## config.mk

```make
export PLATFORM = sky130hd
export DESIGN_NAME = lanes_rx_ctrl_flat
export DESIGN_NICKNAME = d
export VERILOG_FILES = /design/src/rtl/lanes_rx_ctrl_if.sv /design/src/rtl/lanes_rx_ctrl.sv /design/src/flat_wrapper.sv
export SDC_FILE = /design/constraint.sdc
export NUM_CORES = 1
export LEC_CHECK = 0
export BUFFER_PORTS_ARGS = -buffer_cell sky130_fd_sc_hd__buf_2
export CAP_MARGIN = 25
export CORE_ASPECT_RATIO = 0.9
export CORE_MARGIN = 2
export CORE_UTILIZATION = 56
export CTS_CLUSTER_DIAMETER = 120
export DETAILED_ROUTE_END_ITERATION = 6
export GPL_TIMING_DRIVEN = 0
export PLACE_DENSITY = 0.79
export REMOVE_ABC_BUFFERS = 1
export SLEW_MARGIN = 25
export SYNTH_ARGS = -nofsm -noshare
export SYNTH_HDL_FRONTEND = slang
export SYNTH_SLANG_ARGS = --single-unit
```

## constraint.sdc

```tcl
create_clock -name clk -period 3.1 [get_ports clk]
set_clock_uncertainty 0.1 [all_clocks]
set_input_delay 0 -clock clk [delete_from_list [all_inputs] [get_ports clk]]
set_output_delay 0 -clock clk [all_outputs]
set_load 0.01 [all_outputs]
```

## src/rtl/lanes_rx_ctrl_if.sv

```systemverilog
// Bundle of the control, status and decoder-feedback signals exchanged
// between the receive controller and its surroundings (link layer,
// configuration logic and the two-lane deserializer).
interface lanes_rx_ctrl_if;
  logic       rx_en;
  logic [1:0] gen_speed_req;
  logic       enable_dec;
  logic       sync_hdr_err;
  logic       blk_ok;
  logic       enable_deser;
  logic [1:0] gen_speed;
  logic       rx_ready;
  logic       link_err;
  logic [1:0] err_code;
  logic [7:0] restart_cnt;
  logic [2:0] state_o;

  // The controller itself
  modport slave (
    input  rx_en, gen_speed_req, enable_dec, sync_hdr_err, blk_ok,
    output enable_deser, gen_speed, rx_ready, link_err, err_code,
           restart_cnt, state_o
  );

  // Whoever drives the controller's requests and observes its status
  modport master (
    output rx_en, gen_speed_req, enable_dec, sync_hdr_err, blk_ok,
    input  enable_deser, gen_speed, rx_ready, link_err, err_code,
           restart_cnt, state_o
  );
endinterface

```

## src/rtl/lanes_rx_ctrl.sv

```systemverilog
// Receive-side sequencer for the two-lane deserializer: latches the
// requested generation speed, lets it settle, enables the deserializer,
// waits for the first valid parallel word and restarts the lanes on a
// timeout, a burst of sync-header errors or a speed change.
module lanes_rx_ctrl #(
  parameter int SETTLE_CYCLES  = 4,
  parameter int TIMEOUT_CYCLES = 512,
  parameter int ERR_LIMIT      = 4,
  parameter int RESTART_CYCLES = 2
) (
  input  logic          clk,
  input  logic          rst,
  lanes_rx_ctrl_if.slave bus
);

  localparam logic [2:0] ST_IDLE     = 3'd0;
  localparam logic [2:0] ST_SETTLE   = 3'd1;
  localparam logic [2:0] ST_WAIT_DEC = 3'd2;
  localparam logic [2:0] ST_ACTIVE   = 3'd3;
  localparam logic [2:0] ST_RESTART  = 3'd4;

  // One shared cycle counter serves the settle window, the decode timeout
  // and the restart hold, so it is sized for the longest of them.
  localparam int CNT_W = $clog2(TIMEOUT_CYCLES + SETTLE_CYCLES + RESTART_CYCLES);
  localparam int ERR_W = $clog2(ERR_LIMIT + 1);

  localparam logic [CNT_W-1:0] SETTLE_LAST  = CNT_W'(SETTLE_CYCLES - 1);
  localparam logic [CNT_W-1:0] TIMEOUT_LAST = CNT_W'(TIMEOUT_CYCLES - 1);
  localparam logic [CNT_W-1:0] RESTART_LAST = CNT_W'(RESTART_CYCLES - 1);
  localparam logic [ERR_W-1:0] ERR_MAX      = ERR_W'(ERR_LIMIT);

  localparam logic [1:0] CODE_TIMEOUT = 2'b01;
  localparam logic [1:0] CODE_HDRERR  = 2'b10;

  logic [2:0]       state_q, state_d;
  logic [CNT_W-1:0] cnt_q, cnt_d;
  logic [ERR_W-1:0] err_q, err_d;
  logic [ERR_W-1:0] err_inc;
  logic [1:0]       speed_q, speed_d;
  logic             en_q, en_d;
  logic             rdy_q, rdy_d;
  logic             lerr_q, lerr_d;
  logic [1:0]       code_q, code_d;
  logic [7:0]       rcnt_q, rcnt_d;
  logic             req_ok;

  // A request is serviceable only while the link asks for receive and the
  // requested speed is one of the three legal encodings.
  assign req_ok = bus.rx_en && (bus.gen_speed_req != 2'b11);

  // Saturating next value of the consecutive header-error run.
  assign err_inc = (err_q == ERR_MAX) ? err_q : err_q + 1'b1;

  // Next-state and next-output logic; outputs are derived from the next
  // state so every output leaves a flop.
  always_comb begin
    state_d = state_q;
    cnt_d   = cnt_q + 1'b1;
    err_d   = err_q;
    speed_d = speed_q;
    lerr_d  = 1'b0;
    code_d  = code_q;
    rcnt_d  = rcnt_q;

    case (state_q)
      ST_IDLE: begin
        cnt_d = '0;
        if (req_ok) begin
          speed_d = bus.gen_speed_req;
          state_d = ST_SETTLE;
        end
      end

      ST_RESTART: begin
        if (cnt_q == RESTART_LAST) begin
          cnt_d = '0;
          if (req_ok) begin
            speed_d = bus.gen_speed_req;
            state_d = ST_SETTLE;
          end else begin
            state_d = ST_IDLE;
          end
        end
      end

      ST_SETTLE, ST_WAIT_DEC, ST_ACTIVE: begin
        if (!req_ok) begin
          state_d = ST_IDLE;
          cnt_d   = '0;
        end else if (bus.gen_speed_req != speed_q) begin
          state_d = ST_RESTART;
          cnt_d   = '0;
        end else begin
          case (state_q)
            ST_SETTLE: begin
              if (cnt_q == SETTLE_LAST) begin
                cnt_d   = '0;
                state_d = ST_WAIT_DEC;
              end
            end
            ST_WAIT_DEC: begin
              if (bus.enable_dec) begin
                cnt_d   = '0;
                err_d   = '0;
                state_d = ST_ACTIVE;
              end else if (cnt_q == TIMEOUT_LAST) begin
                cnt_d   = '0;
                lerr_d  = 1'b1;
                code_d  = CODE_TIMEOUT;
                state_d = ST_RESTART;
              end
            end
            default: begin
              cnt_d = '0;
              if (bus.sync_hdr_err) begin
                err_d = err_inc;
                if (err_inc == ERR_MAX) begin
                  lerr_d  = 1'b1;
                  code_d  = CODE_HDRERR;
                  state_d = ST_RESTART;
                end
              end else if (bus.blk_ok) begin
                err_d = '0;
              end
            end
          endcase
        end
      end

      default: begin
        state_d = ST_IDLE;
        cnt_d   = '0;
      end
    endcase

    if ((state_d == ST_RESTART) && (state_q != ST_RESTART) && (rcnt_q != 8'hFF)) begin
      rcnt_d = rcnt_q + 8'd1;
    end

    en_d  = (state_d == ST_WAIT_DEC) || (state_d == ST_ACTIVE);
    rdy_d = (state_d == ST_ACTIVE);
  end

  // State and output registers; reset drops the deserializer enable at once.
  always_ff @(posedge clk or posedge rst) begin
    if (rst) begin
      state_q <= ST_IDLE;
      cnt_q   <= '0;
      err_q   <= '0;
      speed_q <= 2'b00;
      en_q    <= 1'b0;
      rdy_q   <= 1'b0;
      lerr_q  <= 1'b0;
      code_q  <= 2'b00;
      rcnt_q  <= 8'd0;
    end else begin
      state_q <= state_d;
      cnt_q   <= cnt_d;
      err_q   <= err_d;
      speed_q <= speed_d;
      en_q    <= en_d;
      rdy_q   <= rdy_d;
      lerr_q  <= lerr_d;
      code_q  <= code_d;
      rcnt_q  <= rcnt_d;
    end
  end

  assign bus.enable_deser = en_q;
  assign bus.gen_speed    = speed_q;
  assign bus.rx_ready     = rdy_q;
  assign bus.link_err     = lerr_q;
  assign bus.err_code     = code_q;
  assign bus.restart_cnt  = rcnt_q;
  assign bus.state_o      = state_q;

endmodule

```

## src/flat_wrapper.sv

```systemverilog
// flat-port wrapper written by rule: the top's interface ports become plain ports
module lanes_rx_ctrl_flat 
#(
  parameter int SETTLE_CYCLES  = 4,
  parameter int TIMEOUT_CYCLES = 512,
  parameter int ERR_LIMIT      = 4,
  parameter int RESTART_CYCLES = 2
)
  (clk, rst, bus_rx_en, bus_gen_speed_req, bus_enable_dec, bus_sync_hdr_err, bus_blk_ok, bus_enable_deser, bus_gen_speed, bus_rx_ready, bus_link_err, bus_err_code, bus_restart_cnt, bus_state_o);
  lanes_rx_ctrl_if bus_i ();
  input  logic clk;
  input  logic rst;
  input wire logic [$bits(bus_i.rx_en)-1:0] bus_rx_en;
  input wire logic [$bits(bus_i.gen_speed_req)-1:0] bus_gen_speed_req;
  input wire logic [$bits(bus_i.enable_dec)-1:0] bus_enable_dec;
  input wire logic [$bits(bus_i.sync_hdr_err)-1:0] bus_sync_hdr_err;
  input wire logic [$bits(bus_i.blk_ok)-1:0] bus_blk_ok;
  output wire logic [$bits(bus_i.enable_deser)-1:0] bus_enable_deser;
  output wire logic [$bits(bus_i.gen_speed)-1:0] bus_gen_speed;
  output wire logic [$bits(bus_i.rx_ready)-1:0] bus_rx_ready;
  output wire logic [$bits(bus_i.link_err)-1:0] bus_link_err;
  output wire logic [$bits(bus_i.err_code)-1:0] bus_err_code;
  output wire logic [$bits(bus_i.restart_cnt)-1:0] bus_restart_cnt;
  output wire logic [$bits(bus_i.state_o)-1:0] bus_state_o;
  assign bus_i.rx_en = bus_rx_en;
  assign bus_i.gen_speed_req = bus_gen_speed_req;
  assign bus_i.enable_dec = bus_enable_dec;
  assign bus_i.sync_hdr_err = bus_sync_hdr_err;
  assign bus_i.blk_ok = bus_blk_ok;
  assign bus_enable_deser = bus_i.enable_deser;
  assign bus_gen_speed = bus_i.gen_speed;
  assign bus_rx_ready = bus_i.rx_ready;
  assign bus_link_err = bus_i.link_err;
  assign bus_err_code = bus_i.err_code;
  assign bus_restart_cnt = bus_i.restart_cnt;
  assign bus_state_o = bus_i.state_o;
  lanes_rx_ctrl #(.SETTLE_CYCLES(SETTLE_CYCLES), .TIMEOUT_CYCLES(TIMEOUT_CYCLES), .ERR_LIMIT(ERR_LIMIT), .RESTART_CYCLES(RESTART_CYCLES)) u_core (.clk(clk), .rst(rst), .bus(bus_i));
endmodule
```

==> key figures, run 1 <==
Pwr
  – Peak supply drop: 516 uV
  – P_leak: 0.000897 uW
  – Pwr/cell area: 622 mW/mm^2

Detailed routing
  – DRT Pass-1 Iters: 4
  – Drt total wl: 3420 um
  – DR vias/cell: 5.68
  – Wire per inst: 13.8 um
  – Via count: 1,403
  – Iter 0 DRT Violations: 85
  – DRT antenna net count: 0
  – Residual DRC: 0

Synthesis
  – Seq/Total Area, Yosys: 0.462
  – Avg Inst Size Synth: 9.88 sq um
  – Gate Count Post-Synth: 170
  – Post-Syn Area: 0.00168 sq mm
  – Synth top area share: 0.462
  – Yosys warns: 0
  – Count of cell types in the netlist: 44
  – Synth area leaders: dfrtp_1, xor2_1, nor2_1
  – Synth Register Bits: 31
  – FFs w/ async S/R, synth: 1.00
  – Post-synth EDFFs: 0
  – Area leader, netlist: dfrtp_1
  – Main flop type after synthesis: dfrtp_1

Clocking
  – Clk_lat worst skew: 340 ps
  – Sink Count: 31
  – Post-CTS sizing: 0
  – CTS max path bufs: 2
  – CTS tree: yes
  – Post-CTS Setup Repair Bufs: 0
  – CTS clk-pin slew, worst paths: 100 ps
  – H-Tree Depth: 2
  – Clk root buf: clkbuf_4
  – CTS buffer count: 5
  – Hold buffers post-CTS: 6

Worst setup path
  – Element type at the critical path end: register
  – Cell depth of the worst flop-to-flop path: 7
  – RR Startpoint: u_core.err_q[0]$_DFFE_PP0P_
  – R2R Path End: u_core.bus.restart_cnt[1]$_DFFE_PP0P_
  – Largest stage delay, worst path: 440 ps
  – Crit start category: register
  – Crit-path max FO: 8
  – Crit Path Category: reg -> reg
  – Worst path slowest cell: dfrtp_1
  – WP data arrival: 2670 ps
  – Worst reg-to-reg setup slack: 560 ps
  – Worst-path cell chain: inv_1, ha_1, or3b_1, a311oi_2, a221oi_2, nor2_1, mux2_2
  – CP startpoint: u_core.err_q[0]$_DFFE_PP0P_
  – Critical path required time: 3230 ps
  – Critical Path End: u_core.bus.restart_cnt[1]$_DFFE_PP0P_

GRT
  – First-pass GRT wire length: 6120 um
  – Gr usage total: 0.238
  – Largest net degree at the start of global routing: 32
  – Initial antenna violation count: 0
  – Remaining Overflow, GRT: 0
  – Vias in the first global route: 1,379

Final layout
  – Ant. Diodes: 0
  – Layout cell share with drive strength beyond 1: 0.213
  – Area Overhead vs Synth: 16.5%
  – Post-Route Utilization: 0.701
  – Final Cell Area: 0.00196 sq mm
  – Fillers: 251
  – Most common cell after layout, fill and taps aside: dfrtp_1
  – Nets@finish: 219
  – Most frequent cells in the layout: dfrtp_1, buf_2, nor2_1

Die
  – Site row count: 18
  – Initial Utilization: 0.601
  – Boundary pin count: 26
  – DIE WIDTH: 61.7 um
  – Core area: 0.00279 sq mm
  – Die height: 55.9 um
  – Die area: 0.00345 sq mm

Placement
  – Gpl congestion: 0.880
  – Port bufs: 25
  – Placed cell area: 0.00185 sq mm
  – Detailed Place HPWL: 2430 um
  – Setup slack at placement: 573 ps

STA
  – Worst slew pin tran: 675 ps
  – Max Clock Freq: 394 MHz
  – Setup TNS: 0 ps
  – Hold Vio Cnt, Final: 0
  – Final setup margin: 564 ps
  – RSZ-0062 raised after global routing: false
  – Final setup viols: 0
  – Tmin final: 2540 ps
  – Worst Hold Margin: 177 ps
  – Headroom to the max-slew limit: 0.550
  – Final max-slew violation count: 0
  – Final critical-path share of the clock period: 0.818

Outcome
  – Run status: complete, no violations

Min path
  – Worst hold path class: in -> async

Job
  – Maxcap violations: 0
[power by group]
part	internal, uW	switching [uW]	total (uW)
Combinational	185	228	414
Clock	88.1	136	224
Sequential	475	104	579
Total	748	468	1220
[stage by stage]
stage / std cells / total power (uW)
2_1_floorplan: 168 / 860
3_3_place_gp: 233 / 970
3_5_place_dp: 233 / 994
4_1_cts: 247 / 1220
5_1_grt: 247 / 1310
6_report: 247 / 1220
[logic make-up (layout without fill, tap and decap cells)]
kind of cell    after synthesis  in the layout  synth area share
mux                           4              4            0.0261
buf+inv                       9             46            0.0201
simple gates                 77             77             0.241
fa+ha+maj                     5              5            0.0373
flops                        31             31             0.462
compound gates               26             26             0.119
xor+xnor                     18             18            0.0939
[area by class of cell]
type | count | area, sq um | share of cell area
sequential | 31 | 776 | 0.396
multi-input combinational | 130 | 870 | 0.444
tap | 40 | 50.0 | 0.0256
timing repair buffer | 31 | 185 | 0.0946
inverter | 7 | 26.3 | 0.0134
clock inverter | 1 | 5.00 | 0.00256
clock buffer | 7 | 45.0 | 0.0230
[Yosys cell counts, types with 2 or more instances]
cell / count
a211oi_1: 2
and3_1: 2
nand2b_1: 5
a211o_1: 2
nor2_1: 20
o21ai_0: 3
nand3b_1: 2
a21oi_1: 4
o22ai_1: 2
nand2_1: 16
clkbuf_1: 2
inv_1: 7
nor3_1: 3
mux2_2: 3
xor2_1: 12
a31oi_1: 2
dfrtp_1: 31
or2_2: 2
nand4_1: 2
and2_1: 2
xnor2_1: 6
ha_1: 5
nor4_1: 5
nand3_1: 10
[sequential cells by signal, indices dropped and copies added (netlist names)]
register / flops
u_core.bus.enable_deser: 1
u_core.bus.err_code: 2
u_core.bus.gen_speed: 2
u_core.bus.link_err: 1
u_core.bus.restart_cnt: 8
u_core.bus.rx_ready: 1
u_core.bus.state_o: 3
u_core.cnt_q: 10
u_core.err_q: 3
[critical path: cells and delay by family (launching register included)]
kind	cells	cell delay [ps]
compound gates	2	630
simple gates	2	610
flops	1	440
mux	1	360
fa+ha+maj	1	230
buf+inv	1	60
[layer usage]
layer,wire (um),share of wire,global-route usage,up-vias
li1,-,-,-,684
met1,1490,0.43,0.325,667
met2,1640,0.48,0.349,43
met3,211,0.062,0.0628,9
met4,83,0.024,0.109,0
met5,0,0,0,-
[worst min-delay path by stage]
stage,end,cells after the start
after floorplan,u_core.bus.enable_deser$_DFF_PP0_,1
after global placement,u_core.bus.gen_speed[1]$_DFFE_PP0P_,2
after detailed placement,u_core.bus.restart_cnt[4]$_DFFE_PP0P_,2
after CTS,u_core.bus.restart_cnt[7]$_DFFE_PP0P_,3
after global routing,u_core.cnt_q[9]$_DFF_PP0_,3
final,u_core.cnt_q[9]$_DFF_PP0_,3
No activity file was read; power rests on OpenSTA's default activity.
==> run 2, diff against run 1 <==
ABC_AREA = 1   (was unset)
CORE_UTILIZATION = 51   (was 56)
PLACE_DENSITY = 0.75   (was 0.79)
clock period = 2.31 ns   (was 3.1 ns; I/O delays follow)
==> run 2 against run 1 <==
Compared with the run above: worst setup slack got worse by 160 ps; critical path type unchanged; routed wire length increased by 5.2%; clock power increased by 110%; non-clock buffer count decreased by 3; largest cell class unchanged.
==> key figures, run 2 <==
Synthesis
  – Synth cell count leaders: nand2_1, dfrtp_1, inv_1 (was dfrtp_1, nor2_1, nand2_1)
  – Post-synth EDFFs: 0 (unchanged)
  – FFs w/ async S/R, synth: 1.00 (unchanged)
  – Seq/Total Area, Yosys: 0.416 (was 0.462)
  – Avg Inst Size Synth: 8.21 sq um (was 9.88 sq um)
  – Count leader, synth: nand2_1 (was dfrtp_1)
  – Main flop type after synthesis: dfrtp_1 (unchanged)
  – Synth Register Bits: 31 (unchanged)
  – Gate Count Post-Synth: 227 (was 170)
  – Synth top area share: 0.416 (was 0.462)
  – Post-Syn Area: 0.00186 sq mm (was 0.00168 sq mm)
  – Yosys warns: 0 (unchanged)
  – Synth area leaders: dfrtp_1, nand2_1, nand3_1 (was dfrtp_1, xor2_1, nor2_1)
  – Count of cell types in the netlist: 33 (was 44)
  – Area leader, netlist: dfrtp_1 (unchanged)

Placement
  – Placed cell area: 0.00203 sq mm (was 0.00185 sq mm)
  – Gpl congestion: 0.847 (was 0.880)
  – Port bufs: 25 (unchanged)
  – Detailed Place HPWL: 2630 um (was 2430 um)

STA
  – Headroom to the max-slew limit: 0.576 (was 0.550)
  – Final critical-path share of the clock period: 0.823 (was 0.818)
  – RSZ-0062 raised after global routing: false (unchanged)
  – Final setup viols: 0 (unchanged)
  – Max Clock Freq: 526 MHz (was 394 MHz)
  – Setup TNS: 0 ps (unchanged)
  – Tmin final: 1900 ps (was 2540 ps)
  – Final max-slew violation count: 0 (unchanged)
  – Worst slew pin tran: 635 ps (was 675 ps)
  – Hold Vio Cnt, Final: 0 (unchanged)

Detailed routing
  – Via count: 1,561 (was 1,403)
  – Residual DRC: 0 (unchanged)
  – DRT Pass-1 Iters: 4 (unchanged)
  – DR vias/cell: 5.12 (was 5.68)
  – Iter 0 DRT Violations: 138 (was 85)
  – DRT antenna net count: 0 (unchanged)
  – Wire per inst: 11.8 um (was 13.8 um)
  – Drt total wl: 3600 um (was 3420 um)

GRT
  – Gr usage total: 0.194 (was 0.238)
  – Largest net degree at the start of global routing: 32 (unchanged)
  – First-pass GRT wire length: 5800 um (was 6120 um)
  – Vias in the first global route: 1,329 (was 1,379)
  – Remaining Overflow, GRT: 0 (unchanged)
  – Initial antenna violation count: 0 (unchanged)

Pwr
  – Overall Power: 1660 uW (was 1220 uW)
  – Psw: 573 uW (was 468 uW)
  – Peak supply drop: 409 uV (was 516 uV)
  – Clock power share: 0.281 (was 0.184)
  – P_leak: 0.00112 uW (was 0.000897 uW)
  – Sequential Power Share: 0.424 (was 0.476)
  – Switch share: 0.345 (was 0.385)
  – Pwr/cell area: 768 mW/mm^2 (was 622 mW/mm^2)
  – Combinational fraction of design power: 0.294 (was 0.340)
  – P_int: 1090 uW (was 748 uW)

Clocking
  – CTS buffer count: 5 (unchanged)
  – H-Tree Depth: 2 (unchanged)
  – Clk root buf: clkbuf_8 (was clkbuf_4)
  – CTS tree: yes (unchanged)
  – Post-CTS sizing: 0 (unchanged)
  – Post-CTS Setup Repair Bufs: 0 (unchanged)
  – Clk_lat worst skew: 280 ps (was 340 ps)
  – CTS clk-pin slew, worst paths: 60 ps (was 100 ps)
  – CTS max path bufs: 2 (unchanged)
  – Sink Count: 31 (unchanged)

Worst setup path
  – Critical path required time: 2380 ps (was 3230 ps)
  – Crit Path Category: reg -> reg (unchanged)
  – Largest stage delay, worst path: 390 ps (was 440 ps)
  – Crit start category: register (unchanged)
  – WP data arrival: 1980 ps (was 2670 ps)
  – Crit-path max FO: 10 (was 8)
  – Worst-path cell chain: inv_1, ha_1, nand2_1, nand2_1, nand2_1, nor2_1, nand3_1, nand2_1, nand2_1, nand2_4, nand3_4, nand2_1, nand2_1 (was inv_1, ha_1, or3b_1, a311oi_2, a221oi_2, nor2_1, mux2_2)
  – Critical Path Most Common Cell: nand2_1
  – Element type at the critical path end: register (unchanged)
  – Worst path slowest cell: dfrtp_1 (unchanged)

Final layout
  – Nets@finish: 273 (was 219)
  – Reg with most FFs: u_core.cnt_q (unchanged)
  – Max FFs per register: 10 (unchanged)
  – Layout cell share with drive strength beyond 1: 0.215 (was 0.213)
  – Most common cell after layout, fill and taps aside: nand2_1 (was dfrtp_1)
  – Post-Route Utilization: 0.631 (was 0.701)
  – Final Cell Area: 0.00216 sq mm (was 0.00196 sq mm)
  – Most frequent cells in the layout: nand2_1, dfrtp_1, buf_2 (was dfrtp_1, buf_2, nor2_1)
  – Area Overhead vs Synth: 16.0% (was 16.5%)
  – Ant. Diodes: 0 (unchanged)

Die
  – Boundary pin count: 26 (unchanged)
  – Initial Utilization: 0.544 (was 0.601)
  – DIE WIDTH: 67.7 um (was 61.7 um)
  – Site row count: 20 (was 18)
  – Die height: 61.4 um (was 55.9 um)
  – Die area: 0.00416 sq mm (was 0.00345 sq mm)
  – Core area: 0.00343 sq mm (was 0.00279 sq mm)

Min path
  – Worst hold path class: in -> reg (was in -> async)

Outcome
  – Run status: complete, no violations (unchanged)

Job
  – Maxcap violations: 0 (unchanged)
-- run 2: cell count changes in the layout (fill, tap and decap cells not counted), moves of 5 or more --
cell and change:
nand3_1 +7, nand4_1 +8, a21oi_1 +8, nand2_1 +44
inv_2 +5, clkbuf_8 +7, inv_1 +13, clkbuf_4 -5
-- run 2: layout make-up --
type / instances / area, sq um
multi-input cells: 169 / 983
well taps: 44 / 55.1
inverters: 25 / 93.8
flip-flops and latches: 31 / 776
clock buffers: 8 / 100
fillers: 292 / 1260
repair buffers: 28 / 155
-- run 2: through the flow --
stage	instances	hold slack, ps	worst slack (ps)
6_report	305	39.8	408
5_1_grt	305	45.0	240
4_1_cts	305	27.6	413
3_5_place_dp	294	31.0	413
3_3_place_gp	294	177	465
2_1_floorplan	225	3.51	644
-- run 2: repair_timing --
| item | CTS | global route |
|---|---|---|
| endpoints found under the hold margin | 33 | 0 |
| endpoints found under the setup margin | 0 | 0 |
| hold buffers | 3 | 0 |
-- run 2: worst paths after layout --
kind                                                    startpoint                               endpoint  slack [ps]  cells after the start
worst min register to register  u_core.bus.err_code[1]$_DFFE_PP0P_     u_core.bus.err_code[1]$_DFFE_PP0P_         380                      2
worst max-delay path                   u_core.err_q[0]$_DFFE_PP0P_  u_core.bus.restart_cnt[4]$_DFFE_PP0P_         410                     13
max in group asynchronous                                      rst              u_core.cnt_q[3]$_DFF_PP0_        1440                      3
worst min-delay path                              bus_sync_hdr_err          u_core.bus.link_err$_DFF_PP0_          40                      3
min in group asynchronous                                      rst  u_core.bus.restart_cnt[7]$_DFFE_PP0P_         260                      3
worst max register to register         u_core.err_q[0]$_DFFE_PP0P_  u_core.bus.restart_cnt[4]$_DFFE_PP0P_         410                     13
-- run 2: logic make-up (layout without fill, tap and decap cells) --
logic type,count (synthesis),count (layout),synth area share
AOI/OAI and AO/OA,24,24,0.0738
xor gates and xnor gates,15,15,0.0705
adders and majority gates,5,5,0.0336
buffers and inverters,27,61,0.0564
DFF,31,31,0.416
muxes,2,2,0.0121
and+or+nand+nor,123,123,0.338
-- run 2: worst max-delay path: cells and delay by family (launching register included) --
| kind | cells | cell delay (ps) |
|---|---|---|
| and+or+nand+nor | 11 | 1040 |
| DFF | 1 | 390 |
| adders and majority gates | 1 | 170 |
| buffers and inverters | 1 | 100 |
-- run 2: power groups by stage --
stage                     clock network (uW)  logic [uW]  registers [uW]
after floorplan                            0         334             732
after global placement                     0         477             711
after detailed placement                   0         487             714
after CTS                                478         492             705
after global routing                     503         554             718
final                                    468         489             704
-- run 2: routing by layer --
layer	GRT usage	vias up	wire, um	share of wire
li1	-	810	-	-
met1	0.253	707	1730	0.48
met2	0.296	36	1620	0.45
met3	0.0658	8	185	0.051
met4	0.0845	0	67	0.019
met5	0	-	0	0
==> run 3, diff against run 2 <==
ABC_AREA = 0   (was 1)
CORE_UTILIZATION = 56   (was 51)
PLACE_DENSITY = 0.79   (was 0.75)
clock period = 2 ns   (was 2.31 ns; I/O delays follow)
==> run 3 against run 2 <==
Compared with the run above: the flow now finishes with violations (setup timing); sequential cell count did not move; utilization rose by 19 points; clock-buffer cell count fell by 1; die area fell by 17%; worst setup slack got worse by 640 ps; fmax fell by 15%; sequential power rose by 28%; via count rose by 1.5%; combinational power rose by 110%; non-clock buffer count rose by 26; cell count fell by 11%; sequential share of layout area fell by 1.7 points.
==> key figures, run 3 (same netlist as run 1, synthesis figures left out) <==
Final layout
  – Ant. Diodes: 0 (unchanged)
  – Area Overhead vs Synth: 36.4% (was 16.0%)
  – Final Cell Area: 0.00229 sq mm (was 0.00216 sq mm)
  – Most common cell after layout, fill and taps aside: dfrtp_1 (was nand2_1)
  – Multi-input gate area: 0.00102 sq mm (was 983 sq um)
  – Nets@finish: 242 (was 273)
  – Layout cell share with drive strength beyond 1: 0.413 (was 0.215)
  – Storage cell area: 782 sq um (was 776 sq um)
  – Fillers: 183 (was 292)
  – Reg with most FFs: u_core.cnt_q (unchanged)
  – Max FFs per register: 10 (unchanged)
  – Most frequent cells in the layout: dfrtp_1, buf_2, buf_4 (was nand2_1, dfrtp_1, buf_2)

Die
  – Site row count: 18 (was 20)
  – DIE WIDTH: 61.7 um (was 67.7 um)
  – Initial Utilization: 0.601 (was 0.544)
  – Boundary pin count: 26 (unchanged)
  – Die height: 55.9 um (was 61.4 um)
  – Core area: 0.00279 sq mm (was 0.00343 sq mm)
  – Die area: 0.00345 sq mm (was 0.00416 sq mm)

Detailed routing
  – Iter 0 DRT Violations: 119 (was 138)
  – Residual DRC: 0 (unchanged)
  – Wire per inst: 16.8 um (was 11.8 um)
  – DR vias/cell: 5.87 (was 5.12)
  – Drt total wl: 4540 um (was 3600 um)
  – DRT antenna net count: 0 (unchanged)
  – DRT Pass-1 Iters: 4 (unchanged)
  – Via count: 1,585 (was 1,561)

STA
  – Final setup viols: 14 (was 0)
  – Headroom to the max-slew limit: 0.577 (was 0.576)
  – RSZ-0062 raised after global routing: true (was false)
  – Final critical-path share of the clock period: 1.12 (was 0.823)
  – Worst slew pin tran: 634 ps (was 635 ps)
  – Hold Vio Cnt, Final: 0 (unchanged)
  – Final max-slew violation count: 0 (unchanged)
  – Max Clock Freq: 447 MHz (was 526 MHz)
  – Setup TNS: -1730 ps (was 0 ps)
  – Final setup margin: -236 ps (was 408 ps)
  – Tmin final: 2240 ps (was 1900 ps)

Placement
  – Gpl congestion: 0.880 (was 0.847)
  – Detailed Place HPWL: 2430 um (was 2630 um)
  – Placed cell area: 0.00185 sq mm (was 0.00203 sq mm)
  – Port bufs: 25 (unchanged)

GRT
  – Vias in the first global route: 1,547 (was 1,329)
  – First-pass GRT wire length: 7070 um (was 5800 um)
  – Gr usage total: 0.278 (was 0.194)
  – Largest net degree at the start of global routing: 32 (unchanged)
  – Remaining Overflow, GRT: 0 (unchanged)
  – Initial antenna violation count: 0 (unchanged)

Worst setup path
  – Cell depth of the worst flop-to-flop path: 7 (was 13)
  – WP data arrival: 2400 ps (was 1980 ps)
  – Worst reg-to-reg setup slack: -240 ps (was 410 ps)
  – Element type at the critical path end: register (unchanged)
  – Crit start category: register (unchanged)
  – RR Startpoint: u_core.err_q[1]$_DFFE_PP0P_ (was u_core.err_q[0]$_DFFE_PP0P_)
  – Worst Path Buf+Inv: 1 (unchanged)
  – Worst-path cell chain: inv_2, ha_4, or3b_4, a311oi_4, a221oi_4, nor4_2, xor2_1 (was inv_1, ha_1, nand2_1, nand2_1, nand2_1, nor2_1, nand3_1, nand2_1, nand2_1, nand2_4, nand3_4, nand2_1, nand2_1)
  – Top delay family on crit path: simple AND/OR/NAND/NOR gates (unchanged)
  – Worst path slowest cell: dfrtp_1 (unchanged)
  – Crit Path Category: reg -> reg (unchanged)
  – R2R Path End: u_core.bus.restart_cnt[7]$_DFFE_PP0P_ (was u_core.bus.restart_cnt[4]$_DFFE_PP0P_)
  – Crit-path max FO: 8 (was 10)
  – Largest stage delay, worst path: 410 ps (was 390 ps)
  – Critical path required time: 2160 ps (was 2380 ps)

Clocking
  – Clk_lat worst skew: 330 ps (was 280 ps)
  – Sink Count: 31 (unchanged)
  – CTS buffer count: 5 (unchanged)
  – CTS tree: yes (unchanged)
  – Clk root buf: clkbuf_4 (was clkbuf_8)
  – CTS max path bufs: 2 (unchanged)
  – H-Tree Depth: 2 (unchanged)
  – CTS clk-pin slew, worst paths: 90 ps (was 60 ps)

Pwr
  – Overall Power: 2270 uW (was 1660 uW)
  – Sequential Power Share: 0.397 (was 0.424)
  – P_leak: 0.00102 uW (was 0.00112 uW)
  – Psw: 896 uW (was 573 uW)
  – Switch share: 0.394 (was 0.345)
  – Peak supply drop: 899 uV (was 409 uV)
  – Clock power share: 0.151 (was 0.281)
  – Pwr/cell area: 993 mW/mm^2 (was 768 mW/mm^2)
  – P_int: 1380 uW (was 1090 uW)
  – Combinational fraction of design power: 0.452 (was 0.294)

Job
  – Maxcap violations: 0 (unchanged)

Outcome
  – Run status: complete, but fails checks (was complete, no violations)
  – Violated checks: setup timing

Min path
  – Worst hold path class: in -> async (was in -> reg)
[run 3: what timing repair did]
action / in CTS / in global routing
pin swaps: 12 / 7
gates resized for setup: 21 / 16
hold buffers: 6 / 0
setup endpoints to repair: 29 / 30
endpoints found under the hold margin: 37 / 0
buffers inserted: 10 / 13
[run 3: worst min-delay path, stage by stage]
cell and delay [ps]:
dlygate4sd3_1 530, buf_2 120, inv_2 460
[run 3: how the worst max path moves through the flow]
stage | start | end | slack, ps | cells after the start
floorplan | u_core.err_q[0]$_DFFE_PP0P_ | u_core.bus.restart_cnt[1]$_DFFE_PP0P_ | -290 | 6
global placement | u_core.err_q[0]$_DFFE_PP0P_ | u_core.bus.restart_cnt[1]$_DFFE_PP0P_ | -490 | 6
detailed placement | u_core.err_q[0]$_DFFE_PP0P_ | u_core.bus.restart_cnt[1]$_DFFE_PP0P_ | -530 | 7
CTS | u_core.err_q[0]$_DFFE_PP0P_ | u_core.bus.restart_cnt[1]$_DFFE_PP0P_ | -160 | 6
global route | u_core.err_q[1]$_DFFE_PP0P_ | u_core.bus.restart_cnt[1]$_DFFE_PP0P_ | -300 | 7
finish | u_core.err_q[1]$_DFFE_PP0P_ | u_core.bus.restart_cnt[7]$_DFFE_PP0P_ | -240 | 7
[run 3: power by group through the flow]
stage / Sequential, uW / Clock, uW / Combinational (uW)
global placement: 892 / 0 / 612
global route: 924 / 382 / 1110
CTS: 906 / 355 / 837
floorplan: 912 / 0 / 421
finish: 904 / 344 / 1030
detailed placement: 905 / 0 / 635
[run 3: metal layers]
metal | GRT usage | vias up | part of all wire
li1 | - | 723 | -
met1 | 0.340 | 753 | 0.39
met2 | 0.417 | 88 | 0.49
met3 | 0.0767 | 21 | 0.077
met4 | 0.182 | 0 | 0.040
met5 | 0 | - | 0
[run 3: layout make-up]
class / instances / share of cell area
Multi-Input combinational cell: 130 / 0.447
Sequential cell: 31 / 0.341
Timing Repair Buffer: 54 / 0.156
Tap cell: 40 / 0.0218
Clock buffer: 7 / 0.0197
Inverter: 7 / 0.0115
Clock inverter: 1 / 0.00218
[run 3: per-stage QoR]
step / utilization / instances / hold WS [ps] / setup WS, ps
global placement: 0.661 / 233 / 182 / -486
global route: 0.820 / 270 / 248 / -299
CTS: 0.763 / 257 / 204 / -160
floorplan: - / 168 / 3.51 / -289
detailed placement: 0.661 / 233 / 24.7 / -527
finish: 0.820 / 270 / 190 / -236
